`src/rtl/video_pkg.sv`:
```
// video_pkg: shared raster-timing definitions for the scanout path.
//   - Default 640x480@60 horizontal/vertical timing constants.
//   - H_TOTAL / V_TOTAL derivations for the defaults.
//   - video_timing_t: {hsync, vsync, de} bundle (syncs active-low).
//   - cnt_width(): counter width needed to hold 0..total-1.
package video_pkg;

    localparam int unsigned H_ACTIVE_DEFAULT = 640;
    localparam int unsigned H_FP_DEFAULT     = 16;
    localparam int unsigned H_SYNC_DEFAULT   = 96;
    localparam int unsigned H_BP_DEFAULT     = 48;
    localparam int unsigned V_ACTIVE_DEFAULT = 480;
    localparam int unsigned V_FP_DEFAULT     = 10;
    localparam int unsigned V_SYNC_DEFAULT   = 2;
    localparam int unsigned V_BP_DEFAULT     = 33;

    localparam int unsigned H_TOTAL_DEFAULT =
        H_ACTIVE_DEFAULT + H_FP_DEFAULT + H_SYNC_DEFAULT + H_BP_DEFAULT;
    localparam int unsigned V_TOTAL_DEFAULT =
        V_ACTIVE_DEFAULT + V_FP_DEFAULT + V_SYNC_DEFAULT + V_BP_DEFAULT;

    typedef struct packed {
        logic hsync;
        logic vsync;
        logic de;
    } video_timing_t;

    // Idle / reset state of the timing bundle: syncs released, display off.
    localparam video_timing_t TIMING_IDLE = '{hsync: 1'b1, vsync: 1'b1, de: 1'b0};

    function automatic int unsigned cnt_width(input int unsigned total);
        return (total <= 1) ? 1 : $clog2(total);
    endfunction

endpackage

```
`src/rtl/video_timing.sv`:
```
// video_timing: horizontal/vertical raster counters with combinational decode.
// Ports:
//   i_clk, i_reset  - clock, synchronous active-high reset
//   i_pix_en        - pixel-clock enable; counters advance only when high
//   o_h_cnt/o_v_cnt - raw counter values
//   o_timing        - {hsync, vsync, de} decoded from the current counters
//   o_vblank        - high while v_cnt >= V_ACTIVE
module video_timing
    import video_pkg::*;
#(
    parameter int unsigned H_ACTIVE = H_ACTIVE_DEFAULT,
    parameter int unsigned H_FP     = H_FP_DEFAULT,
    parameter int unsigned H_SYNC   = H_SYNC_DEFAULT,
    parameter int unsigned H_BP     = H_BP_DEFAULT,
    parameter int unsigned V_ACTIVE = V_ACTIVE_DEFAULT,
    parameter int unsigned V_FP     = V_FP_DEFAULT,
    parameter int unsigned V_SYNC   = V_SYNC_DEFAULT,
    parameter int unsigned V_BP     = V_BP_DEFAULT,
    parameter int unsigned HCNT_W   = cnt_width(H_ACTIVE + H_FP + H_SYNC + H_BP),
    parameter int unsigned VCNT_W   = cnt_width(V_ACTIVE + V_FP + V_SYNC + V_BP)
) (
    input  logic                i_clk,
    input  logic                i_reset,
    input  logic                i_pix_en,
    output logic [HCNT_W-1:0]   o_h_cnt,
    output logic [VCNT_W-1:0]   o_v_cnt,
    output video_timing_t       o_timing,
    output logic                o_vblank
);

    localparam int unsigned H_TOTAL = H_ACTIVE + H_FP + H_SYNC + H_BP;
    localparam int unsigned V_TOTAL = V_ACTIVE + V_FP + V_SYNC + V_BP;

    localparam logic [HCNT_W-1:0] H_LAST     = HCNT_W'(H_TOTAL - 1);
    localparam logic [HCNT_W-1:0] H_ACT_END  = HCNT_W'(H_ACTIVE);
    localparam logic [HCNT_W-1:0] H_SYNC_BEG = HCNT_W'(H_ACTIVE + H_FP);
    localparam logic [HCNT_W-1:0] H_SYNC_END = HCNT_W'(H_ACTIVE + H_FP + H_SYNC);
    localparam logic [VCNT_W-1:0] V_LAST     = VCNT_W'(V_TOTAL - 1);
    localparam logic [VCNT_W-1:0] V_ACT_END  = VCNT_W'(V_ACTIVE);
    localparam logic [VCNT_W-1:0] V_SYNC_BEG = VCNT_W'(V_ACTIVE + V_FP);
    localparam logic [VCNT_W-1:0] V_SYNC_END = VCNT_W'(V_ACTIVE + V_FP + V_SYNC);

    logic [HCNT_W-1:0] r_h_cnt;
    logic [VCNT_W-1:0] r_v_cnt;

    always_ff @(posedge i_clk) begin
        if (i_reset) begin
            r_h_cnt <= '0;
            r_v_cnt <= '0;
        end else if (i_pix_en) begin
            if (r_h_cnt == H_LAST) begin
                r_h_cnt <= '0;
                if (r_v_cnt == V_LAST) begin
                    r_v_cnt <= '0;
                end else begin
                    r_v_cnt <= r_v_cnt + VCNT_W'(1);
                end
            end else begin
                r_h_cnt <= r_h_cnt + HCNT_W'(1);
            end
        end
    end

    always_comb begin
        o_timing       = TIMING_IDLE;
        o_timing.de    = (r_h_cnt < H_ACT_END) && (r_v_cnt < V_ACT_END);
        o_timing.hsync = !((r_h_cnt >= H_SYNC_BEG) && (r_h_cnt < H_SYNC_END));
        o_timing.vsync = !((r_v_cnt >= V_SYNC_BEG) && (r_v_cnt < V_SYNC_END));
        o_vblank       = (r_v_cnt >= V_ACT_END);
    end

    assign o_h_cnt = r_h_cnt;
    assign o_v_cnt = r_v_cnt;

endmodule

```
`src/rtl/fb_scanout.sv`:
```
// fb_scanout: scans a SRC_W x SRC_H 8bpp framebuffer out through its byte read
// port, magnified 2^SCALE_LOG2 and placed at (X_OFS, Y_OFS) in the active area.
// Ports:
//   clk, reset   - clock, synchronous active-high reset
//   pix_en       - pixel-clock enable (one tick per pixel)
//   addr_b       - registered framebuffer read address
//   q_b          - framebuffer read data, settled within one clk of addr_b
//   border       - border pixel value (only with FB_SCANOUT_BORDER_EN)
//   hsync, vsync - active-low syncs; de - display enable; pixel - output byte
//   vblank       - vertical blanking flag, aligned with the pixel stream
//   frame_start  - one-tick pulse on the first displayed pixel of a frame
// Build option: define FB_SCANOUT_BORDER_EN to add the border input; otherwise
// out-of-window pixels are 0.
module fb_scanout
    import video_pkg::*;
#(
    parameter int unsigned H_ACTIVE   = H_ACTIVE_DEFAULT,
    parameter int unsigned H_FP       = H_FP_DEFAULT,
    parameter int unsigned H_SYNC     = H_SYNC_DEFAULT,
    parameter int unsigned H_BP       = H_BP_DEFAULT,
    parameter int unsigned V_ACTIVE   = V_ACTIVE_DEFAULT,
    parameter int unsigned V_FP       = V_FP_DEFAULT,
    parameter int unsigned V_SYNC     = V_SYNC_DEFAULT,
    parameter int unsigned V_BP       = V_BP_DEFAULT,
    parameter int unsigned SRC_W      = 128,
    parameter int unsigned SRC_H      = 64,
    parameter int unsigned SCALE_LOG2 = 2,
    parameter int unsigned X_OFS      = 64,
    parameter int unsigned Y_OFS      = 112,
    parameter int unsigned ADDR_WIDTH = 13
) (
    input  logic                  clk,
    input  logic                  reset,
    input  logic                  pix_en,
    output logic [ADDR_WIDTH-1:0] addr_b,
    input  logic [7:0]            q_b,
`ifdef FB_SCANOUT_BORDER_EN
    input  logic [7:0]            border,
`endif
    output logic                  hsync,
    output logic                  vsync,
    output logic                  de,
    output logic [7:0]            pixel,
    output logic                  vblank,
    output logic                  frame_start
);

    localparam int unsigned H_TOTAL = H_ACTIVE + H_FP + H_SYNC + H_BP;
    localparam int unsigned V_TOTAL = V_ACTIVE + V_FP + V_SYNC + V_BP;
    localparam int unsigned HCNT_W  = cnt_width(H_TOTAL);
    localparam int unsigned VCNT_W  = cnt_width(V_TOTAL);
    localparam int unsigned WIN_W   = SRC_W << SCALE_LOG2;
    localparam int unsigned WIN_H   = SRC_H << SCALE_LOG2;
    localparam int unsigned SUB_W   = (SCALE_LOG2 == 0) ? 1 : SCALE_LOG2;

    localparam logic [SUB_W-1:0]      SUB_MAX   = SUB_W'((1 << SCALE_LOG2) - 1);
    localparam logic [HCNT_W-1:0]     H_LAST    = HCNT_W'(H_TOTAL - 1);
    localparam logic [VCNT_W-1:0]     V_LAST    = VCNT_W'(V_TOTAL - 1);
    localparam logic [HCNT_W-1:0]     X_LO      = HCNT_W'(X_OFS);
    localparam logic [HCNT_W-1:0]     X_HI      = HCNT_W'(X_OFS + WIN_W);
    localparam logic [VCNT_W-1:0]     Y_LO      = VCNT_W'(Y_OFS);
    localparam logic [VCNT_W-1:0]     Y_HI      = VCNT_W'(Y_OFS + WIN_H);
    localparam logic [ADDR_WIDTH-1:0] LINE_STEP = ADDR_WIDTH'(SRC_W);

    logic [HCNT_W-1:0]     w_h_cnt, w_h_next;
    logic [VCNT_W-1:0]     w_v_cnt, w_v_next;
    video_timing_t         w_timing;
    logic                  w_vblank, w_line_end, w_in_win, w_first;
    logic [ADDR_WIDTH-1:0] w_addr;
    logic [7:0]            w_border;

    // Sub-counters tracking the source coordinate of the current counter position.
    logic [SUB_W-1:0]      r_x_sub, r_y_sub;
    logic [ADDR_WIDTH-1:0] r_sx, r_base;

    // Stage 1 / stage 2 pipeline registers.
    logic [ADDR_WIDTH-1:0] r_addr_b;
    logic                  r_win1, r_vblank1, r_first1;
    video_timing_t         r_tim1;
    logic                  r_hsync, r_vsync, r_de, r_vblank, r_frame_start;
    logic [7:0]            r_pixel;

    video_timing #(
        .H_ACTIVE (H_ACTIVE),
        .H_FP     (H_FP),
        .H_SYNC   (H_SYNC),
        .H_BP     (H_BP),
        .V_ACTIVE (V_ACTIVE),
        .V_FP     (V_FP),
        .V_SYNC   (V_SYNC),
        .V_BP     (V_BP),
        .HCNT_W   (HCNT_W),
        .VCNT_W   (VCNT_W)
    ) u_timing (
        .i_clk    (clk),
        .i_reset  (reset),
        .i_pix_en (pix_en),
        .o_h_cnt  (w_h_cnt),
        .o_v_cnt  (w_v_cnt),
        .o_timing (w_timing),
        .o_vblank (w_vblank)
    );

`ifdef FB_SCANOUT_BORDER_EN
    assign w_border = border;
`else
    assign w_border = 8'h00;
`endif

    always_comb begin
        w_line_end = (w_h_cnt == H_LAST);
        w_h_next   = w_line_end ? '0 : w_h_cnt + HCNT_W'(1);
        w_v_next   = (w_v_cnt == V_LAST) ? '0 : w_v_cnt + VCNT_W'(1);
        w_in_win   = (w_h_cnt >= X_LO) && (w_h_cnt < X_HI) &&
                     (w_v_cnt >= Y_LO) && (w_v_cnt < Y_HI);
        w_addr     = r_base + r_sx;
        w_first    = (w_h_cnt == '0) && (w_v_cnt == '0);
    end

    // Sub-counters are re-seeded on the tick that moves the counters onto the
    // window's first column/line, so their values outside the window are don't-care.
    always_ff @(posedge clk) begin
        if (reset) begin
            r_x_sub <= '0;
            r_sx    <= '0;
            r_y_sub <= '0;
            r_base  <= '0;
        end else if (pix_en) begin
            if (w_h_next == X_LO) begin
                r_x_sub <= '0;
                r_sx    <= '0;
            end else if (r_x_sub == SUB_MAX) begin
                r_x_sub <= '0;
                r_sx    <= r_sx + ADDR_WIDTH'(1);
            end else begin
                r_x_sub <= r_x_sub + SUB_W'(1);
            end

            if (w_line_end) begin
                if (w_v_next == Y_LO) begin
                    r_y_sub <= '0;
                    r_base  <= '0;
                end else if (r_y_sub == SUB_MAX) begin
                    r_y_sub <= '0;
                    r_base  <= r_base + LINE_STEP;
                end else begin
                    r_y_sub <= r_y_sub + SUB_W'(1);
                end
            end
        end
    end

    always_ff @(posedge clk) begin
        if (reset) begin
            r_addr_b      <= '0;
            r_win1        <= 1'b0;
            r_tim1        <= TIMING_IDLE;
            r_vblank1     <= 1'b0;
            r_first1      <= 1'b0;
            r_hsync       <= 1'b1;
            r_vsync       <= 1'b1;
            r_de          <= 1'b0;
            r_pixel       <= 8'h00;
            r_vblank      <= 1'b0;
            r_frame_start <= 1'b0;
        end else if (pix_en) begin
            // Outside the window the address holds, so q_b stays quiet.
            if (w_in_win) begin
                r_addr_b <= w_addr;
            end
            r_win1    <= w_in_win;
            r_tim1    <= w_timing;
            r_vblank1 <= w_vblank;
            r_first1  <= w_first;

            r_hsync       <= r_tim1.hsync;
            r_vsync       <= r_tim1.vsync;
            r_de          <= r_tim1.de;
            r_vblank      <= r_vblank1;
            r_frame_start <= r_first1;
            if (!r_tim1.de) begin
                r_pixel <= 8'h00;
            end else if (r_win1) begin
                r_pixel <= q_b;
            end else begin
                r_pixel <= w_border;
            end
        end
    end

    assign addr_b      = r_addr_b;
    assign hsync       = r_hsync;
    assign vsync       = r_vsync;
    assign de          = r_de;
    assign pixel       = r_pixel;
    assign vblank      = r_vblank;
    assign frame_start = r_frame_start;

endmodule
```
`config.mk`:
```
export PLATFORM = sky130hd
export DESIGN_NAME = fb_scanout
export DESIGN_NICKNAME = d
export VERILOG_FILES = /design/src/rtl/video_pkg.sv /design/src/rtl/video_timing.sv /design/src/rtl/fb_scanout.sv
export SDC_FILE = /design/constraint.sdc
export NUM_CORES = 1
export LEC_CHECK = 0
export BUFFER_PORTS_ARGS = -buffer_cell sky130_fd_sc_hd__buf_2
export CAP_MARGIN = 5
export CORE_UTILIZATION = 50
export CTS_CLUSTER_SIZE = 16
export DETAILED_ROUTE_END_ITERATION = 6
export GPL_ROUTABILITY_DRIVEN = 0
export HOLD_SLACK_MARGIN = 0.06
export PLACE_DENSITY = 0.78
export SLEW_MARGIN = 40
export SYNTH_ARGS = -nofsm -noshare
export SYNTH_HDL_FRONTEND = slang
export SYNTH_SLANG_ARGS = --single-unit
```
`constraint.sdc`:
```
create_clock -name clk -period 3 [get_ports clk]
set_input_delay 0.6 -clock clk [delete_from_list [all_inputs] [get_ports clk]]
set_output_delay 0.6 -clock clk [all_outputs]
set_load 0.05 [all_outputs]
```
* After elaboration in Yosys (flattened, before gate mapping)
Index checks and enable logic that the tools add are counted.
Word-level totals: word-level logic and storage cells 72, flip-flop bits (word level) 82, input port bits 11, output and inout port bits 26
Cells by class: add/sub/neg operators 7, muxes and demuxes 12, reductions and logical operators 17, equality and inequality tests 6, magnitude comparators 11
Operators with widths (count):
- $mux W13 | 4
- $lt A10 B10 Y1 const B | 3
- $lt A10 B9 Y1 const B | 3
- $add A10 B1 Y10 const B | 2
- $eq A10 B10 Y1 const B | 2
- $eq A10 B7 Y1 const B | 2
- $ge A10 B7 Y1 const B | 2
- $ge A10 B9 Y1 const B | 2
- $logic_not A10 Y1 | 2
- $mux W10 | 2
- $mux W8 | 2
- $add A13 B1 Y13 const B | 1
- $add A13 B13 Y13 | 1
- $add A13 B8 Y13 const B | 1
- $ge A10 B10 Y1 const B | 1
- $mux W2 | 4
- $logic_and A1 B1 Y1 | 7
- $reduce_and A2 Y1 | 3
- $add A2 B1 Y2 const B | 2
- $eq A2 B2 Y1 const B | 2
- $reduce_bool A2 Y1 | 2
- $reduce_and A3 Y1 | 1
- $logic_not A1 Y1 | 2

* Longest topological paths before layout
depth after elaboration 5, gate-level depth with buffers 9, gate-level depth less buffers 8

* Modules after synthesis
Synthesis repeated with hierarchy kept, for this count alone.
Unflattened totals: cells, all modules 447, area, all modules 3883.7 um^2
By module, submodules not included:
- fb_scanout | times used 1, area an instance 2824.0 um^2, cells an instance 323, sequential area each 1101.1 um^2
- video_timing | times used 1, area an instance 1059.8 um^2, cells an instance 124, sequential area each 400.4 um^2

* Least setup slack after synthesis
OpenSTA, ideal clock, no wires.
path type reg-to-reg, from register u_timing.r_h_cnt[0], in the netlist u_timing.o_h_cnt[0], to register u_timing.r_v_cnt[9], in the netlist u_timing.o_v_cnt[9], library setup time 0.070 ns, cell stages (with the launch flop) 6, clock period less this slack 2.068 ns, arrival time 1.997 ns, data required time 2.930 ns, buffers on the path 0, path slack 0.932 ns, cell sequence dfxtp_1 -> ha_1 -> nand4_2 -> or4_4 -> or4_1 -> a21oi_1
On the way: longest elaborated chain between the ends 2
Ends and longest elaborated chain:
- start: declaration | RTL line video_timing.sv:43 | logic [HCNT_W-1:0] r_h_cnt;
- start signal: assignment | RTL line video_timing.sv:59 | r_h_cnt <= r_h_cnt + HCNT_W'(1);
- $eq A10 B10 Y1 | RTL line video_timing.sv:51 | if (r_h_cnt == H_LAST) begin
- $reduce_and A2 Y1 (no source line)
- end signal: assignment | RTL line video_timing.sv:56 | r_v_cnt <= r_v_cnt + VCNT_W'(1);
- end: declaration | RTL line video_timing.sv:44 | logic [VCNT_W-1:0] r_v_cnt;
No other way between the ends. A chain may end at the register's enable or synchronous reset.

* Final worst setup path
from register u_timing.r_h_cnt[0], in the netlist u_timing.o_h_cnt[0], to register r_sx[0]
On the way: longest elaborated chain between the ends 5, elaborated cells between the ends (all ways) 7, classes of those cells add/sub (1); eq/ne (2); mux (2); reduce/logical (2)
Ends and longest elaborated chain:
- $add A10 B1 Y10 or $eq A10 B10 Y1 (tied branches) | RTL line fb_scanout.sv:112, fb_scanout.sv:111
- $mux W10 * | RTL line fb_scanout.sv:112 | w_h_next = w_line_end ? '0 : w_h_cnt + HCNT_W'(1);
- $eq A10 B7 Y1 * | RTL line fb_scanout.sv:129 | if (w_h_next == X_LO) begin
- $reduce_bool A2 Y1 (no source line)
- $reduce_and A2 Y1 (no source line)
- end signal: assignment | RTL line fb_scanout.sv:134 | r_sx <= r_sx + ADDR_WIDTH'(1);
- end: declaration | RTL line fb_scanout.sv:74 | logic [ADDR_WIDTH-1:0] r_sx, r_base;
Every way passes the cells marked *; elsewhere a longest branch is shown, timed or not.

==> summary.txt <==
Outcome
  • Outcome: finished, final reports clean

STA
  • Fin crit period: 2.609 ns
  • Fmax: 0.3833 GHz
  • Hold Fails Final Rpt: 0
  • Layout Skew: 0.006829 ns
  • RSZ-0062 raised after global routing: no
  • Slew Viols, Final: 0
  • Slew margin rel.: 64.69%
  • Sum of negative setup slack: 0 ns
  • Slew @ Worst Pin: 0.5265 ns
  • Final setup violation count: 0
  • Final worst slack: 0.3908 ns
  • Fin crit share: 86.97%

Synthesis
  • Syn Inst Count: 470
  • Number of synthesized register bits: 75
  • Count leader, synth: dfxtp_1
  • Mapped Area: 4006 sq um
  • FFs w/ async S/R, synth: 0%
  • Register area share after synthesis: 37.48%
  • Unique cell type count in the Yosys netlist: 63
  • Commonest cells post-synth: dfxtp_1, nor2_1, nand2_1
  • Yosys warning total: 0
  • Biggest area consumer among synthesized cells: dfxtp_1
  • Syn Nets: 496
  • Largest cells by area after synthesis: dfxtp_1, ha_1, a21oi_1
  • Main synth FF type: dfxtp_1
  • Yosys top cell area share: 37.48%
  • Synth Area per Inst: 8.524 sq um
  • Post-synth EDFFs: 0

Critical path
  • FF-to-FF Start: u_timing.o_h_cnt[0]$_SDFFE_PP0P_
  • Arrival @ worst endpoint: 2.83 ns
  • Critical path peak fanout: 11
  • R2r worst-path depth: 7
  • Required time of the critical path: 3.22 ns
  • FF-to-FF setup slack: 0.39 ns
  • Nature of the critical path startpoint: register
  • CP endpoint kind: register
  • R2R Path End: r_sx[0]$_SDFFE_PP0P_
  • Crit path kind: reg2reg

GRT
  • Vias in the first global route: 3105
  • Global-route wire length before repair: 14.14 mm
  • Overall Global Routing Usage: 20.83%
  • Largest net degree at the start of global routing: 36
  • Antenna violations before repair: 0
  • GR Overflow Total: 0

Clock tree
  • Clock transition at path regs: 0.08 ns
  • CTS tree: built
  • # clock sinks: 75
  • Postcts setup bufs: 0
  • CTS Hold Bufs: 0
  • Worst skew pair latency: 0.35 ns
  • CTS resizes: 0
  • H-tree depth: 3
  • Root Driver: clkbuf_8
  • Clock tree buffer depth: 2
  • CTS Buf Count: 9

Hold path
  • Tightest Hold Check Type: reg2reg
  • Hold path start: r_y_sub[1]$_SDFFE_PP0P_
  • Worst hold path depth: 2
  • Worst Hold End: r_y_sub[1]$_SDFFE_PP0P_

Detailed routing
  • 1st-iter DRT viols: 131
  • DRC viols: 0
  • Vias per cell: 5.646
  • Antenna Violating Nets Remaining: 0
  • DR pass1 iterations: 6
  • DRT Wirelength: 8.133 mm
  • Vias: 3354
  • Routed len/inst: 13.69 microns

Power
  • Internal power: 1.643 mW
  • Cell Pwr Density: 474.8 nW/um^2
  • Lkg Pwr: 1.793 nW
  • Clk pwr share: 47.1%
  • Max IR drop VDD: 204.0 uV
  • Total power: 2.108 mW
  • Switching share of power: 22.08%
  • Comb pwr share: 4.4%
  • Net Sw Power: 0.4656 mW
  • Sequential power share: 48.5%

Layout
  • Fillers: 662
  • Area Growth Syn to Fin: 10.84%
  • Multi-input logic area: 2301 sq um
  • Finished Layout Cells: 594
  • Design Area, Final: 4441 sq um
  • Register Area: 1501 sq um
  • Nets: 513
  • Number of antenna diodes: 0
  • Layout cells sized above 1: 17.28%

Floorplan
  • Die H: 91.52 microns
  • Starting density of the core: 51.85%
  • Core area: 7727 sq um
  • DIE WIDTH: 91.52 microns
  • # IOs: 37
  • Die area: 8375 sq um
  • Num rows: 32

Job
  • Max Cap Viol: 0

Placed design
  • Dpl ws: 0.4260 ns
  • Area after DPL: 4182 sq um
  • DP Cell Count: 578
  • Number of port buffers: 36
  • Dpl hpwl: 5.561 mm
routing by layer:
metal	GRT usage (%)	up-vias	part of all wire [%]
met5	0	-	0
met4	7.672	0	1.4
met3	4.690	10	3.1
met2	34.65	50	49
met1	26.23	1605	46
li1	-	1689	-
logic make-up after synthesis:
group / count (synthesis) / share of synthesized area, %
and+or+nand+nor: 200 / 27.51
AOI/OAI and AO/OA: 88 / 14.40
DFF: 75 / 37.48
buffers and inverters: 44 / 5.091
xor gates and xnor gates: 32 / 6.996
adders and majority gates: 15 / 4.685
muxes: 15 / 3.748
other: 1 / 0.09360
worst max-delay path, cell delays in order, from the launching register on:
cell and delay (ns):
dfxtp_1 0.50, ha_1 0.35, nand3_1 0.20, nor4_2 0.43, a21oi_2 0.10, a211oi_4 0.29, a21o_1 0.51, nor2_1 0.10
sequential cells by signal, summed over array words and instances, names as in the netlist, 2 cells and up:
name / count
r_x_sub: 2
pixel: 8
r_base: 6
r_sx: 13
r_tim1: 3
u_timing.o_v_cnt: 10
r_y_sub: 2
addr_b: 13
u_timing.o_h_cnt: 10
worst max path at each step:
stage	startpoint	endpoint	slack, ns	depth (start not counted)
global route	u_timing.o_h_cnt[0]$_SDFFE_PP0P_	r_sx[0]$_SDFFE_PP0P_	0.14	7
floorplan	u_timing.o_h_cnt[0]$_SDFFE_PP0P_	u_timing.o_v_cnt[9]$_SDFFE_PP0P_	0.93	5
CTS	u_timing.o_h_cnt[0]$_SDFFE_PP0P_	r_sx[0]$_SDFFE_PP0P_	0.39	7
finish	u_timing.o_h_cnt[0]$_SDFFE_PP0P_	r_sx[0]$_SDFFE_PP0P_	0.39	7
detailed placement	u_timing.o_h_cnt[0]$_SDFFE_PP0P_	r_sx[0]$_SDFFE_PP0P_	0.43	7
global placement	u_timing.o_h_cnt[0]$_SDFFE_PP0P_	r_sx[0]$_SDFFE_PP0P_	0.54	7
final cells by class:
class | count | share of cell area [%]
Tap cell | 102 | 2.874
Clock buffer | 11 | 3.409
Inverter | 9 | 0.7608
Timing Repair Buffer | 41 | 4.903
Sequential cell | 75 | 33.81
Clock inverter | 5 | 2.423
Multi-Input combinational cell | 351 | 51.82
per-stage QoR:
stage	hold WS (ns)	util [%]
floorplan	0.4356	-
global placement	0.4367	54.11
detailed placement	0.4508	54.11
CTS	0.4628	57.46
global route	0.4784	57.46
finish	0.4593	57.46
power groups by stage:
stage / registers (mW) / logic (mW) / clock network, mW
global route: 1.03 / 0.104 / 1.06
CTS: 1.02 / 0.0932 / 1.01
floorplan: 1.05 / 0.0634 / 0
detailed placement: 1.05 / 0.0928 / 0
finish: 1.02 / 0.0924 / 0.994
global placement: 1.04 / 0.0903 / 0
cells in the final DEF (no fill, tap or decap), drive strengths merged, types with 3 or more instances in the layout:
cell type	netlist	layout
nand4b	5	5
o21ai	17	17
dfxtp	75	75
and2	5	5
nand2b	3	3
a31oi	8	8
a21o	4	4
xor2	17	17
or4	6	6
nor4	5	5
a21oi	38	38
xnor2	15	15
nand2	42	42
buf	19	41
nand4	13	13
nor3	11	11
ha	15	15
mux2i	15	15
inv	9	10
or3	9	9
a22oi	3	3
clkbuf	16	11
nand3	23	23
nor2	59	59
and3	6	6
and4	3	3
nand3b	3	3
bufinv	0	3
Power figures use the tool's default switching activity.
